===== config.mk =====
export PLATFORM = sky130hd
export DESIGN_NAME = utopia_tx_ctrl_flat
export DESIGN_NICKNAME = d
export VERILOG_FILES = /design/src/rtl/atm_pkg.sv /design/src/rtl/utopia_tx_ctrl_if.sv /design/src/rtl/atm_cell_buf.sv /design/src/rtl/utopia_tx_ctrl.sv /design/src/flat_wrapper.sv
export SDC_FILE = /design/constraint.sdc
export NUM_CORES = 1
export LEC_CHECK = 0
export CAP_MARGIN = 20
export CORE_MARGIN = 5
export CORE_UTILIZATION = 45
export CTS_CLUSTER_SIZE = 10
export DETAILED_ROUTE_END_ITERATION = 8
export GPL_TIMING_DRIVEN = 0
export SLEW_MARGIN = 10
export SYNTH_ARGS = -nofsm -noshare
export SYNTH_HDL_FRONTEND = slang
export SYNTH_HIERARCHICAL = 1
export SYNTH_SLANG_ARGS = --single-unit

===== constraint.sdc =====
create_clock -name clk -period 3.04 [get_ports clk]
set_input_delay 0.304 -clock clk [delete_from_list [all_inputs] [get_ports clk]]
set_output_delay 0.304 -clock clk [all_outputs]
set_load 0.1 [all_outputs]

===== src/rtl/atm_pkg.sv =====
// rtl/atm_pkg.sv - shared ATM cell constants and the Tx controller state type
package atm_pkg;

  localparam int ATM_CELL_BYTES = 53;

  typedef enum logic [1:0] {
    IDLE,
    FILL,
    WAIT_CLAV,
    SEND
  } tx_state_e;

endpackage


===== src/rtl/utopia_tx_ctrl_if.sv =====
// rtl/utopia_tx_ctrl_if.sv - switch-core byte stream in, UTOPIA Tx port out
interface utopia_tx_ctrl_if;
  logic [7:0] in_data;
  logic       in_soc;
  logic       in_valid;
  logic       in_ready;
  logic [7:0] tx_data;
  logic       tx_soc;
  logic       tx_en;
  logic       tx_clav;

  modport master (
    output in_data, in_soc, in_valid, tx_clav,
    input  in_ready, tx_data, tx_soc, tx_en
  );

  modport slave (
    input  in_data, in_soc, in_valid, tx_clav,
    output in_ready, tx_data, tx_soc, tx_en
  );
endinterface


===== src/rtl/atm_cell_buf.sv =====
// rtl/atm_cell_buf.sv - one-cell byte store, single write port, registered read port
module atm_cell_buf
  import atm_pkg::*;
#(
  parameter int CELL_BYTES = ATM_CELL_BYTES,
  parameter int ADDR_W     = $clog2(CELL_BYTES)
) (
  input  logic              clk,
  input  logic              rst,
  input  logic              wr_en,
  input  logic [ADDR_W-1:0] wr_addr,
  input  logic [7:0]        wr_data,
  input  logic              rd_en,
  input  logic [ADDR_W-1:0] rd_addr,
  output logic [7:0]        rd_data
);

  logic [7:0] mem [CELL_BYTES];

  always_ff @(posedge clk) begin
    if (wr_en) begin
      mem[wr_addr] <= wr_data;
    end
  end

  // The read register doubles as the Tx data register, so it reads as zero when idle.
  always_ff @(posedge clk) begin
    if (rst || !rd_en) begin
      rd_data <= '0;
    end else begin
      rd_data <= mem[rd_addr];
    end
  end

endmodule


===== src/rtl/utopia_tx_ctrl.sv =====
// rtl/utopia_tx_ctrl.sv - buffers one ATM cell from the core and sends it whole when the PHY has room
module utopia_tx_ctrl
  import atm_pkg::*;
#(
  parameter int CELL_BYTES = ATM_CELL_BYTES
) (
  input  logic            clk,
  input  logic            rst,
  utopia_tx_ctrl_if.slave bus,
  output logic [15:0]     cell_cnt,
  output logic [7:0]      drop_cnt
);

  localparam int IDX_W = $clog2(CELL_BYTES);
  localparam logic [IDX_W-1:0] LAST_IDX = IDX_W'(CELL_BYTES - 1);

  tx_state_e        state, state_nxt;
  logic [IDX_W-1:0] idx, idx_nxt;
  logic [IDX_W-1:0] wr_addr;
  logic             accept, wr_en, rd_en, cell_done, drop_hit;
  logic             tx_soc_q, tx_en_q;
  logic [7:0]       rd_data;

  assign bus.in_ready = (state == IDLE) || (state == FILL);
  assign accept       = bus.in_valid && bus.in_ready;

  always_ff @(posedge clk) begin
    if (rst) begin
      state <= IDLE;
      idx   <= '0;
    end else begin
      state <= state_nxt;
      idx   <= idx_nxt;
    end
  end

  // In FILL, idx holds the index of the last byte written; in SEND it is the read index.
  always_comb begin
    state_nxt = state;
    idx_nxt   = idx;
    wr_en     = 1'b0;
    wr_addr   = '0;
    rd_en     = 1'b0;
    cell_done = 1'b0;
    drop_hit  = 1'b0;
    case (state)
      IDLE: begin
        if (accept) begin
          if (bus.in_soc) begin
            wr_en     = 1'b1;
            state_nxt = FILL;
          end else begin
            drop_hit = 1'b1;
          end
        end
      end
      FILL: begin
        if (accept) begin
          wr_en = 1'b1;
          if (bus.in_soc) begin
            drop_hit = 1'b1;
            idx_nxt  = '0;
          end else begin
            wr_addr = idx + 1'b1;
            if (wr_addr == LAST_IDX) begin
              state_nxt = WAIT_CLAV;
              idx_nxt   = '0;
            end else begin
              idx_nxt = wr_addr;
            end
          end
        end
      end
      WAIT_CLAV: begin
        if (bus.tx_clav) begin
          state_nxt = SEND;
        end
      end
      SEND: begin
        rd_en = 1'b1;
        if (idx == LAST_IDX) begin
          state_nxt = IDLE;
          idx_nxt   = '0;
          cell_done = 1'b1;
        end else begin
          idx_nxt = idx + 1'b1;
        end
      end
      default: state_nxt = IDLE;
    endcase
  end

  atm_cell_buf #(
    .CELL_BYTES(CELL_BYTES),
    .ADDR_W    (IDX_W)
  ) u_buf (
    .clk    (clk),
    .rst    (rst),
    .wr_en  (wr_en),
    .wr_addr(wr_addr),
    .wr_data(bus.in_data),
    .rd_en  (rd_en),
    .rd_addr(idx),
    .rd_data(rd_data)
  );

  always_ff @(posedge clk) begin
    if (rst) begin
      tx_en_q  <= 1'b1;
      tx_soc_q <= 1'b0;
      cell_cnt <= '0;
      drop_cnt <= '0;
    end else begin
      tx_en_q  <= !rd_en;
      tx_soc_q <= rd_en && (idx == '0);
      if (cell_done) begin
        cell_cnt <= cell_cnt + 16'd1;
      end
      if (drop_hit && (drop_cnt != 8'hFF)) begin
        drop_cnt <= drop_cnt + 8'd1;
      end
    end
  end

  assign bus.tx_en   = tx_en_q;
  assign bus.tx_soc  = tx_soc_q;
  assign bus.tx_data = rd_data;

endmodule


===== src/flat_wrapper.sv =====
// flat-port wrapper written by rule: the top's interface ports become plain ports
module utopia_tx_ctrl_flat import atm_pkg::*;
#(
  parameter int CELL_BYTES = ATM_CELL_BYTES
)
  (clk, rst, cell_cnt, drop_cnt, bus_in_data, bus_in_soc, bus_in_valid, bus_tx_clav, bus_in_ready, bus_tx_data, bus_tx_soc, bus_tx_en);
  utopia_tx_ctrl_if bus_i ();
  input  logic clk;
  input  logic rst;
  output logic [15:0] cell_cnt;
  output logic [7:0] drop_cnt;
  input wire logic [$bits(bus_i.in_data)-1:0] bus_in_data;
  input wire logic [$bits(bus_i.in_soc)-1:0] bus_in_soc;
  input wire logic [$bits(bus_i.in_valid)-1:0] bus_in_valid;
  input wire logic [$bits(bus_i.tx_clav)-1:0] bus_tx_clav;
  output wire logic [$bits(bus_i.in_ready)-1:0] bus_in_ready;
  output wire logic [$bits(bus_i.tx_data)-1:0] bus_tx_data;
  output wire logic [$bits(bus_i.tx_soc)-1:0] bus_tx_soc;
  output wire logic [$bits(bus_i.tx_en)-1:0] bus_tx_en;
  assign bus_i.in_data = bus_in_data;
  assign bus_i.in_soc = bus_in_soc;
  assign bus_i.in_valid = bus_in_valid;
  assign bus_i.tx_clav = bus_tx_clav;
  assign bus_in_ready = bus_i.in_ready;
  assign bus_tx_data = bus_i.tx_data;
  assign bus_tx_soc = bus_i.tx_soc;
  assign bus_tx_en = bus_i.tx_en;
  utopia_tx_ctrl #(.CELL_BYTES(CELL_BYTES)) u_core (.clk(clk), .rst(rst), .bus(bus_i), .cell_cnt(cell_cnt), .drop_cnt(drop_cnt));
endmodule

* Word-level counts from Yosys, hierarchy flattened
Memory sizes are Yosys's and may differ from the RTL's. A register that Yosys moved wholly into a read port is not among the register bits. Cells that the tools add are included.
Operators by class: $add $sub $neg 3, equality and inequality tests 13, muxes and demuxes 28, reduce and logical (&&, ||, !) cells 11
Operator list (number):
- two-way mux 6 bit | 7
- adder 16 x 1 -> 16 bit (second input constant) | 1
- two-way mux 2 bit | 7
- == test 6 bit (second input constant) | 2
- one-hot mux 6 bit (2 select lines) | 1
- two-way mux 1 bit | 10
- adder 8 x 1 -> 8 bit (second input constant) | 1
- inequality test 2 bit (second input constant) | 4
- inequality test 8 bit (second input constant) | 1
- one-hot mux 2 bit (4 select lines) | 1
- AND reduction 7 bit | 1
- adder 6 x 1 -> 6 bit (second input constant) | 1
- logical NOT 6 bit | 1
- inequality test 2 x 1 -> 1 bit (second input constant) | 3
- == test 2 bit (second input constant) | 2
- one-hot mux 1 bit (2 select lines) | 2
- logical AND 1 bit | 3
- == test 2 x 1 -> 1 bit (second input constant) | 1
- logical NOT 2 bit | 1
- logical OR 1 bit | 2
- AND reduction 2 bit | 1
- nonzero test 2 bit | 1
- logical NOT 1 bit | 1
Storage, ports and cells: register bits after elaboration 34, bits in writable memories 424, memories kept 1
Memory list:
- u_core.u_buf.mem | words 53, bits a word 8, read ports 1, clocked after memory_dff 1, write ports 1, RTL line atm_cell_buf.sv:18 | logic [7:0] mem [CELL_BYTES];

* Depth between registers and ports, before layout
depth after elaboration 7, mapped depth 10, depth with buffers taken out 7

* Cells and area by module
The synthesis kept the hierarchy.
Modules (own cells, without submodules):
- atm_cell_buf | instances 1, cells each 825, area an instance 16838.6 um2, seq. area each 12892.4 um2
- utopia_tx_ctrl | instances 1, cells each 225, area an instance 1903.1 um2, seq. area each 680.7 um2

* Worst setup path after synthesis
OpenSTA, ideal clock, no wires.
path type reg2reg, start point register u_core.state[1], end point memory u_core.u_buf.mem[23][0] (enable), arrival 2.140 ns, required time 2.670 ns, path slack 0.530 ns, stages on the path, launching flop included 10, period minus slack after synthesis 2.510 ns, cells stage by stage dfxtp_1 inv_1 ha_1 clkbuf_2 nand3b_1 o21ba_2 clkbuf_1 or3b_1 clkbuf_1 nor2_1
RTL lines:
- start, declared | RTL line utopia_tx_ctrl.sv:17 | tx_state_e state, state_nxt;
- start signal, assigned | RTL line utopia_tx_ctrl.sv:32 | state <= state_nxt;
- == test 2 x 1 -> 1 bit or logical NOT 2 bit (tied branches) | RTL line utopia_tx_ctrl.sv:24, utopia_tx_ctrl.sv:46
- logical OR 1 bit | RTL line utopia_tx_ctrl.sv:24 | assign bus.in_ready = (state == IDLE) || (state == FILL);
- logical AND 1 bit | RTL line utopia_tx_ctrl.sv:25 | assign accept = bus.in_valid && bus.in_ready;
- two-way mux 6 bit | RTL line utopia_tx_ctrl.sv:58 | if (accept) begin
- two-way mux 6 bit * | RTL line utopia_tx_ctrl.sv:46 | case (state)
- net u_core.wr_addr[5] | RTL line utopia_tx_ctrl.sv:19 | logic [IDX_W-1:0] wr_addr;
- end, declared | RTL line atm_cell_buf.sv:18
Mark *: on every way through the listed nets, which the timed path passes. The rest lies on a longest branch.

* Final worst setup path
start point register u_core.state[1], end point memory u_core.u_buf.mem[10][7] (enable)
The elaborated chain is that of the path after synthesis.

==> results.toml <==
[outcome]
status = "finished with violations"
violations = "negative setup slack"

[floorplan]
coreArea_sq_um = 41000
fp-row-count = 74
die_area_sq_um = 45800
die_width_microns = 214
die_y_microns = 214
io_pins = 48
initial_core_util_pct = 45.7

[timing]
fin_crit_sh_pct = 107
finalHoldViolations = 0
fin_crit_ps = 3240
tns_ps = -7470
drv_slew = 0
max_slew_margin_pct = 29.9
skew_ps = 27.2
worstMarginPinSlew_ps = 1050
max_freq_ghz = 0.309
timing.final.ws_setup_ps = -199
timing.hold.ws_ps = 35.5
setup_viol = 56
grt_setup_unrepaired = "yes"

[job]
maxCapViolCount = 0

[clock_tree]
cts_buffers = 53
h-tree-depth = 2
clkTransAtPathRegs_ps = 50
worstSkewPairLatency_ps = 590
cts_buffer_depth = 3
cts.sinks = 466
cts_tree = "done"
clockRootBuffer = "clkbuf_16"

[setup_path]
path_class = "register to register"
critPathRequiredTime_ps = 3260
arrival_ps = 3460
end_kind = "register"
startpoint_type = "register"
path_max_fanout = 10

[global_route]
grt_pass1_wl_microns = 68600
overflow = 0
grt_max_degree = 49
grt_pass1_vias = 10200
globalRouteTotalUtil_pct = 20.1
antenna_found_initial = 0

[placement]
placed_cells = 1637
dpl.hpwl_microns = 30600
place_congestion = 0.906
io_buffers = 47

[detailed_routing]
drtPass1Iterations = 5
drt-total-wl_microns = 46800
wl_per_cell_microns = 26.9
route.detailed.drc = 0
drt_iter0_drc = 943
vias = 10300
detail_route.vias_per_cell = 5.90
drtAntennaViolNets = 0

[power]
power-per-cell-area_nw_per_um2 = 634
vdd_ir_drop_max_mv = 0.398
p_leak_uw = 0.00692

[logic_synthesis]
netlist_area_sq_um = 18700
syn_avg_cell_area_sq_um = 17.8
ys_types = 67
async_flop_share_pct = 0
ys.flop_type = "edfxtp_1"
synth_warnings = 6
syn_inst = 1050
syn_nets = 1071
synth_seq_cells = 466
yosysSeqAreaShare_pct = 72.4
synth_edf_count = 424

[cells_and_area]
fin_util_pct = 54.3
fillers = 3223
num_antenna_cells = 0
final_cell_mix = "424 x edfxtp_1, 86 x mux4_2, 55 x clkbuf_16, 53 x mux2i_1, 51 x nand2_1"
drive_gt1_share_pct = 24.4
fin_nets = 1197
mostFrequentLayoutCell = "edfxtp_1"
multi_input_area_sq_um = 5160
regArea_sq_um = 13600
fin_cells = 1743
area_growth_pct = 18.9

[min_path]
hold_path.class = "primary input to register"
## routing by layer
metal,wire length [microns],vias to the layer above,track usage (%)
li1,-,4485,-
met1,20100,5312,28.6
met2,21800,396,31.1
met3,3660,82,5.29
met4,1310,0,5.88
met5,0,-,0
## final timing paths
| check | cells after the start | from | to | slack (ps) |
|---|---|---|---|---|
| max reg2reg | 9 | u_core/state[1] | u_core/u_buf/mem[10][7] | -200 |
| min | 1 | bus_in_data[1] | u_core/u_buf/mem[13][1] | 40 |
| max | 9 | u_core/state[1] | u_core/u_buf/mem[10][7] | -200 |
| min reg2reg | 2 | u_core/cell_cnt[10] | u_core/cell_cnt[10] | 490 |
## kinds of logic (layout without fill, tap and decap cells)
kind of cell,count (synthesis),after routing,share of synthesized area (%)
AO/OA/AOI/OAI,114,114,4.23
AND/OR/NAND/NOR,240,240,6.45
XOR/XNOR,9,9,0.421
adder cells (fa/ha/maj),8,8,0.534
buffers and inverters,66,227,2.14
multiplexers,147,147,13.8
flip-flops,466,466,72.4
## cells in the mapped netlist, drive strengths merged (6+ instances only)
library cell,number,area [sq um]
clkbuf,23,87.6
dfxtp,42,841
a31oi,6,37.5
ha,8,100
edfxtp,424,12700
mux2i,53,531
nand2,53,199
o31ai,9,67.6
inv,11,41.3
a21oi,28,140
buf,32,273
mux2,6,67.6
mux4,88,1990
nand3,25,125
nor2,81,304
nand3b,6,57.6
nand2b,10,62.6
xor2,6,52.6
o21ai,18,90.1
or4,6,45.0
nor3,11,55.1
a221oi,16,140
nand4,10,83.8
nor2b,13,81.3
## flip-flops by register name, summed over array words and instances, names as in the netlist
| signal | cells |
|---|---|
| u_core/u_buf/rd_data | 8 |
| u_core/state | 2 |
| u_core/idx | 6 |
| u_core/bus.tx_soc | 1 |
| u_core/cell_cnt | 16 |
| u_core/bus.tx_en | 1 |
| u_core/drop_cnt | 8 |
| u_core/u_buf/mem | 424 |
## where the power goes
part / internal [uW] / leakage (uW) / switching [uW] / total [uW]
Sequential: 7030 / 0.00415 / 27.4 / 7060
Clock: 3450 / 0.000747 / 2360 / 5810
Combinational: 492 / 0.00202 / 764 / 1260
## repair_timing
action,4_1_cts,5_1_grt
resized for setup,57,56
hold buffers,0,0
setup buffers,0,19
endpoints found under the setup margin,326,428
pin swaps,0,16
## through the flow
| step | setup slack, ps | instance area (sq um) | power, uW |
|---|---|---|---|
| global placement | -585 | 19900 | 8390 |
| finish | -199 | 22300 | 14100 |
| global route | -297 | 22300 | 14600 |
| floorplan | 530 | 18700 | 7980 |
| detailed placement | -648 | 20000 | 8420 |
| CTS | -287 | 21700 | 14200 |
## critical path: stages (launching register included)
cell and delay [ps]:
dfxtp_1 370, inv_1 80, ha_1 180, clkbuf_2 160, nand3b_1 230, a21oi_1 80, clkbuf_1 240, nor2_1 180
nand3_1 750, nor2_4 610
## area by class of cell
type                    instances  share of cell area, %
plain buffers                  52                   1.63
clock buffers                  88                   6.82
clock inverters                 2                  0.174
inverters                      11                  0.185
multi-input cells             518                   23.2
flip-flops and latches        466                   60.9
well taps                     532                   2.99
repair buffers                 74                   4.13
(Power assumes the default switching activity.)
